<file path="src/rtl/dram_pkg.sv">
// dram_pkg -- shared types and default timing for the dram_model slice.
//   dram_cmd_e   : decoded command (NOP, ACT, PRE, RD, WR)
//   bank_state_e : bank state (IDLE = no open row, ACTIVE = row latched)
//   DEF_*        : default geometry and timing, in CK cycles
//   decode_cmd() : pin-level command decode shared by the model
package dram_pkg;

  localparam int unsigned DEF_ROW_BITS = 11;
  localparam int unsigned DEF_COL_BITS = 10;
  localparam int unsigned DEF_T_RP     = 5;
  localparam int unsigned DEF_T_RCD    = 5;
  localparam int unsigned DEF_T_CL     = 5;

  typedef enum logic [2:0] {NOP, ACT, PRE, RD, WR} dram_cmd_e;
  typedef enum logic {IDLE, ACTIVE} bank_state_e;

  // Any encoding not listed decodes to NOP (including RAS/CAS both low).
  function automatic dram_cmd_e decode_cmd(input logic csn, input logic rasn,
                                           input logic casn, input logic [3:0] wen);
    dram_cmd_e c;
    c = NOP;
    if (!csn) begin
      if (!rasn && casn) begin
        if (wen == 4'hF)      c = ACT;
        else if (wen == 4'h0) c = PRE;
      end else if (rasn && !casn) begin
        c = (wen == 4'hF) ? RD : WR;
      end
    end
    return c;
  endfunction

endpackage

</file>
<file path="src/rtl/dram_rd_pipe.sv">
// dram_rd_pipe -- fixed-latency read return pipeline, T_CL stages of
// valid+data. The last stage is the output register: its data only loads on
// a valid word so the output holds the last returned value.
//   ck, rst           : clock, synchronous active-high flush
//   in_valid, in_data : word entering stage 0
//   out_valid         : one-cycle pulse when a word leaves the last stage
//   out_data          : last returned word (0 after reset)
module dram_rd_pipe
  import dram_pkg::*;
#(
  parameter int unsigned T_CL = DEF_T_CL,
  parameter int unsigned W    = 32
) (
  input  logic         ck,
  input  logic         rst,
  input  logic         in_valid,
  input  logic [W-1:0] in_data,
  output logic         out_valid,
  output logic [W-1:0] out_data
);

  logic [T_CL-1:0] vld;
  logic [W-1:0]    dat   [T_CL];
  logic [T_CL-1:0] src_v;
  logic [W-1:0]    src_d [T_CL];

  // Source of each stage: the pipe input for stage 0, else the previous stage.
  always_comb begin
    src_v = '0;
    for (int unsigned k = 0; k < T_CL; k++) src_d[k] = '0;
    src_v[0] = in_valid;
    src_d[0] = in_data;
    for (int unsigned k = 1; k < T_CL; k++) begin
      src_v[k] = vld[k-1];
      src_d[k] = dat[k-1];
    end
  end

  always_ff @(posedge ck) begin
    if (rst) begin
      vld          <= '0;
      dat[T_CL-1]  <= '0;
    end else begin
      vld <= src_v;
      for (int unsigned k = 0; k + 1 < T_CL; k++) dat[k] <= src_d[k];
      if (src_v[T_CL-1]) dat[T_CL-1] <= src_d[T_CL-1];
    end
  end

  assign out_valid = vld[T_CL-1];
  assign out_data  = dat[T_CL-1];

endmodule

</file>
<file path="config.mk">
export PLATFORM = sky130hd
export DESIGN_NAME = dram_rd_pipe
export DESIGN_NICKNAME = d
export VERILOG_FILES = /design/src/rtl/dram_pkg.sv /design/src/rtl/dram_rd_pipe.sv
export SDC_FILE = /design/constraint.sdc
export NUM_CORES = 1
export LEC_CHECK = 0
export CORE_ASPECT_RATIO = 1.2
export CORE_MARGIN = 1.5
export CORE_UTILIZATION = 51
export CTS_BUF_LIST = sky130_fd_sc_hd__clkbuf_2 sky130_fd_sc_hd__clkbuf_4 sky130_fd_sc_hd__clkbuf_8
export DETAILED_ROUTE_END_ITERATION = 7
export PLACE_DENSITY = 0.77
export SETUP_SLACK_MARGIN = 0.1
export SYNTH_ARGS = -nofsm -noshare
export SYNTH_HDL_FRONTEND = slang
export SYNTH_SLANG_ARGS = --single-unit
</file>
<file path="constraint.sdc">
create_clock -name ck -period 4.8 [get_ports ck]
set_input_delay 1.44 -clock ck [delete_from_list [all_inputs] [get_ports ck]]
set_output_delay 1.44 -clock ck [all_outputs]
set_load 0.05 [all_outputs]
</file>
==> metrics, run 1 <==
final-report max-slew violation count=0; port bufs=67; first-pass GRT wire length=9.21 mm; HP Class=reg -> reg; Post-CTS Hold Fix Bufs=0; fmax=about 320 MHz; Rel. slew slack=between 40% and 50%; main combinational cell family by area after synthesis=simple AND/OR/NAND/NOR gates; Yosys top cell by area=edfxtp_1; leading cell type in the layout, fill and taps excluded=edfxtp_1; post-synthesis compound-gate area fraction=0%; final number of hold-violating endpoints=0; RSZ-0062 raised after global routing=false; Clock Tree Buf Depth=2; synth top area cells=edfxtp_1 (87%), and3b_1 (5.1%), buf_4 (4.4%); Filler cells=between 600 and 700; vias per cell=4.61; FP Rows=41; multiplexer share of the synthesized area=0%; Inserted Clock Buffers=17; Initial Util=52.4%; Cell Pwr Density=approximately 440 nW/um^2; GRT Overall Usage=roughly 11%; Synth Instances=between 200 and 250; Final Cycle Share=about two thirds; Layout area overhead=18.4%; hpwl dp=about 3.7 mm; Core Region=approximately 11,000 um^2; sequential area share after synthesis=between 80% and 90%; grt ovf=0; clk_skew=0.00877 ns; post-cts gate resize count=0; Max Cap Viol=0; Die Height=about 120 um; xor/xnor share of the synthesized area=0%; chip width=97.9 um; GP Congestion=between 0.6 and 0.7; post-synthesis simple-gate area fraction=about 5.8%; detailed-route wire length=approximately 5.8 mm; Worst-Skew Late Latency=roughly 0.43 ns; top-area cell type share of the netlist area=around 87%; layout net count=~330; syn nets=278; CTS tree=done; TNS Setup=0 ns; WS Path Type=in -> reg; critical path required time=a little under 5 ns; initial antenna violation count=0; ratio of cells with drive above 1 in the final layout=about a tenth; clock-pin slew on the worst setup and hold paths=0.07 ns; CP arrival=around 3.2 ns; syn_area_per_cell=22.7 um^2; Final Critical Period=~3.1 ns; CTS Root Cell=clkbuf_8; Top Ports=68; Die ar.=~11,000 um^2; mapped cell area=between 5000 and 6000 um^2; Routed Antenna Nets=0; crit path launch=rst; clock tree sinks=165; worst r2r src=vld[3]; # DRC=0; Setup Buffers After CTS=0; Syn. warnings=0; final setup vio count=0; mean routed wirelength per cell=around 13 um; count of cell types in the netlist=10; synthesis-stage register bit count=between 150 and 200; adder-cell share of the synthesized area=0%; DR vias=2,007; worst vdd ir=266 uV; slew at the pin closest to its max-slew limit=~0.8 ns; LEAKAGE=2.39 nW; Diodes inserted=0; # H-tree levels=4; most frequent cells in the layout=edfxtp_1 (160), clkdlybuf4s50_1 (67), and3b_1 (32); largest net degree at the start of global routing=56; Hold WS=slightly above 0.4 ns; Crit Path Max Fanout=46; status=completed; drt initial violations=98; worst hold path startpoint=dat[0][46]; Critical Path Source Type=input pin; TritonRoute pass-1 iters=4; vias in the first global route=1,938; kind of end point of the critical path=flop
==> critical path, cell delays in order <==
cell	delay (ns)
clkdlybuf4s50_1	0.71
inv_4	0.57
buf_4	0.44
==> kinds of logic (layout without fill, tap and decap cells) <==
group	Yosys count	after routing
DFF	165	165
and+or+nand+nor	38	38
buffers and inverters	40	103
==> worst paths after layout <==
| check | end | slack [ns] | cells past startpoint |
|---|---|---|---|
| max | dat[0][10] | 1.69 | 3 |
| min | dat[0][78] | 0.41 | 0 |
| max reg2reg | dat[0][139] | 2.87 | 1 |
| min reg2reg | dat[0][78] | 0.41 | 0 |
==> sequential cells by signal (all words and copies together), names as in the netlist <==
signal and flops:
dat 160, vld 5
==> cells in the mapped netlist <==
cell type  number
and3b_1        32
buf_2           3
buf_4          32
buf_6           2
clkbuf_2        2
dfxtp_1         5
edfxtp_1      160
inv_1           1
nor2b_1         5
or2_2           1
==> per-layer routing <==
metal	track usage [%]	vias to the layer above	part of all wire (%)	routed length (um)
met5	0	-	0	0
met4	8.00	0	3.1	176
met3	4.93	14	6.3	360
met2	16.4	60	48	2780
met1	13.0	933	42	2440
li1	-	1000	-	-
==> cell type report <==
| cell class | count | area (um^2) | area share, % |
|---|---|---|---|
| sequential | 165 | 4900 | 75.1 |
| timing repair buffer | 70 | 706 | 10.8 |
| multi-input combinational | 38 | 318 | 4.87 |
| clock buffer | 19 | 249 | 3.81 |
| clock inverter | 13 | 186 | 2.85 |
| tap | 129 | 161 | 2.47 |
| inverter | 1 | 6.26 | 0.0958 |
==> metrics by stage <==
step                cell area, um^2  instances  utilization, %  setup slack [ns]  power, mW
floorplan                      5510        243               -             0.238       1.80
global placement               6100        403            58.0              1.37       1.83
detailed placement             6100        403            58.0              1.26       1.84
CTS                            6530        435            62.1              1.72       2.88
global route                   6530        435            62.1              1.60       2.95
finish                         6530        435            62.1              1.69       2.85
==> power breakdown <==
group          internal (mW)  total (mW)  switching (mW)
clock                  0.619        1.04           0.422
sequential              1.67        1.70          0.0217
combinational         0.0453       0.112          0.0668
total                   2.34        2.85           0.511
No activity file was read; power rests on OpenSTA's default activity.
==> run 2, diff against run 1 <==
==> constraint.sdc (replaced) <==
create_clock -name ck -period 2.54 [get_ports ck]
set_input_delay 0.762 -clock ck [delete_from_list [all_inputs] [get_ports ck]]
set_output_delay 0.762 -clock ck [all_outputs]
set_load 0.05 [all_outputs]
==> run 2 against run 1 <==
Against the previous run: worst hold slack got worse by 0.0020 ns; via count fell by 2.6%; sequential power rose by 88%; non-clock buffer count rose by 1; largest cell class unchanged; highest routed layer unchanged.
==> metrics, run 2 (synthesis results as in run 1) <==
Cell Pwr Density=~800 nW/um^2; placed insts=404; critical path required time=approximately 1.8 ns; CTS tree=done; vias per cell=4.48; Largest register FFs=160; Post-CTS Hold Fix Bufs=0; GP Congestion=about 0.63; slew at the pin closest to its max-slew limit=just under 0.7 ns; final design utilization=between 60 and 70%; largest net degree at the start of global routing=between 100 and 150; Critical Path Source Type=flop; final setup vio count=0; Core Region=approximately 11,000 um^2; hpwl dp=roughly 3.6 mm; ratio of cells with drive above 1 in the final layout=about 11%; first-pass GRT wire length=8.82 mm; crit path launch=dat[0][144]; initial antenna violation count=0; # DRC=0; WP buf/inv=1; crit-path cells=clkdlybuf4s50_1; Final Critical Period=around 2.3 ns; TritonRoute pass-1 iters=4; drt initial violations=between 100 and 150; FP Rows=slightly above 40; post-route design area=6490 um^2; Die Height=~120 um; Crit Path Max Fanout=1; Biggest register=dat; Rel. slew slack=a little over half; Post-DP Area=roughly 6000 um^2; cell depth of the worst setup path=1; clk_skew=roughly 0.0088 ns; detailed-route wire length=~5.6 mm; WS Path Type=reg -> out; reg2reg path depth=2; most frequent cells in the layout=edfxtp_1 (160), clkdlybuf4s50_1 (67), and3b_1 (32); worst r2r src=vld[3]; Reg2Reg Setup Slack=1.00 ns; port bufs=between 60 and 70; final-report max-slew violation count=0; Hold Path Stages=0; Top Ports=68; Worst-Skew Late Latency=~0.43 ns; LEAKAGE=2.38 nW; mean routed wirelength per cell=12.9 um; HP Class=reg -> reg; leading cell type in the layout, fill and taps excluded=edfxtp_1; Diodes inserted=0; GRT Overall Usage=roughly a tenth; Layout area overhead=17.7%; Max Cap Viol=0; Initial Util=52.4%; vias in the first global route=~1,800; CP max stage cell=clkdlybuf4s50_1; kind of end point of the critical path=output pin; worst vdd ir=approximately 500 uV; post-cts gate resize count=0; clock tree sinks=165; final number of hold-violating endpoints=0; Clock Tree Buf Depth=2; CTS Root Cell=clkbuf_8; clock-pin slew on the worst setup and hold paths=about 0.08 ns; Die ar.=between 10,000 and 15,000 um^2; fmax=roughly 430 MHz; CP endpoint=out_data[16]; Routed Antenna Nets=0; non-filler cells, final=between 400 and 500; layout net count=roughly 330; Crit path largest cell delay=~0.80 ns; # H-tree levels=4; Largest regs=dat (160), vld (5); Setup Buffers After CTS=0; CP arrival=between 1.5 and 2 ns; status=completed; Final Cycle Share=between 90 and 100%; chip width=roughly 98 um; DR vias=1,954; Inserted Clock Buffers=17; Worst R2R End=dat[0][143]; RSZ-0062 raised after global routing=false; Crit path max-delay family=buffers and inverters; grt ovf=0
## run 2: changes by cell type in the layout (fill, tap and decap cells not counted)
cell       before  now
clkinv_2        2    8
inv_4           1    0
clkinv_1        5    3
buf_4           2    3
bufinv_16       5    3
clkbuf_4        2    1
## run 2: how the worst min path moves through the flow
stage / endpoint / start / slack (ns)
detailed placement: dat[0][37] / dat[0][5] / 0.40
floorplan: dat[0][100] / dat[0][68] / 0.40
finish: dat[0][67] / dat[0][35] / 0.41
global placement: dat[0][72] / dat[0][40] / 0.40
global route: dat[0][111] / dat[0][79] / 0.43
CTS: dat[0][105] / dat[0][73] / 0.42
## run 2: final cells by class
type / count / area [um^2]
well taps: 129 / 161
multi-input cells: 38 / 318
fillers: 668 / 4030
repair buffers: 71 / 713
clock inverters: 14 / 141
clock buffers: 18 / 241
inverters: 1 / 7.51
flip-flops and latches: 165 / 4900
## run 2: worst register-to-register path, cell delays in order (launching register included)
cell and delay [ns]:
dfxtp_1 0.31, buf_4 0.25, or2_2 0.61
## run 2: layer usage
layer | share of wire [%] | GRT usage (%) | vias to the layer above | wire length [um]
met5 | 0 | 0 | - | 0
li1 | - | - | 999 | -
met2 | 47 | 15.6 | 59 | 2640
met4 | 2.8 | 7.71 | 0 | 159
met3 | 6.7 | 4.81 | 15 | 380
met1 | 44 | 12.6 | 881 | 2450
## run 2: metrics by stage
step	TNS [ns]	hold slack (ns)	setup WS, ns	power [mW]
after global placement	0	0.401	0.256	3.46
final	0	0.412	0.202	5.17
after global routing	0	0.425	0.132	5.36
after CTS	0	0.416	0.148	5.22
after floorplan	-75.60	0.400	-0.591	3.39
after detailed placement	0	0.405	0.192	3.48
## run 2: power by group
group          switching [mW]  internal [mW]  leakage (nW)
Sequential             0.0386           3.17          1.64
Combinational           0.128         0.0858         0.532
Clock                   0.795          0.956         0.205
Total                   0.962           4.21          2.38
==> run 3, diff against run 2 <==
--- a/config.mk
+++ b/config.mk
@@ -9,6 +9,7 @@
 export CORE_MARGIN = 1.5
 export CORE_UTILIZATION = 51
 export CTS_BUF_LIST = sky130_fd_sc_hd__clkbuf_2 sky130_fd_sc_hd__clkbuf_4 sky130_fd_sc_hd__clkbuf_8
+export CTS_CLUSTER_SIZE = 40
 export DETAILED_ROUTE_END_ITERATION = 7
 export PLACE_DENSITY = 0.77
 export SETUP_SLACK_MARGIN = 0.1
==> results of run 3 <==
Final layout, timing and power as in run 2 (identical DEF).
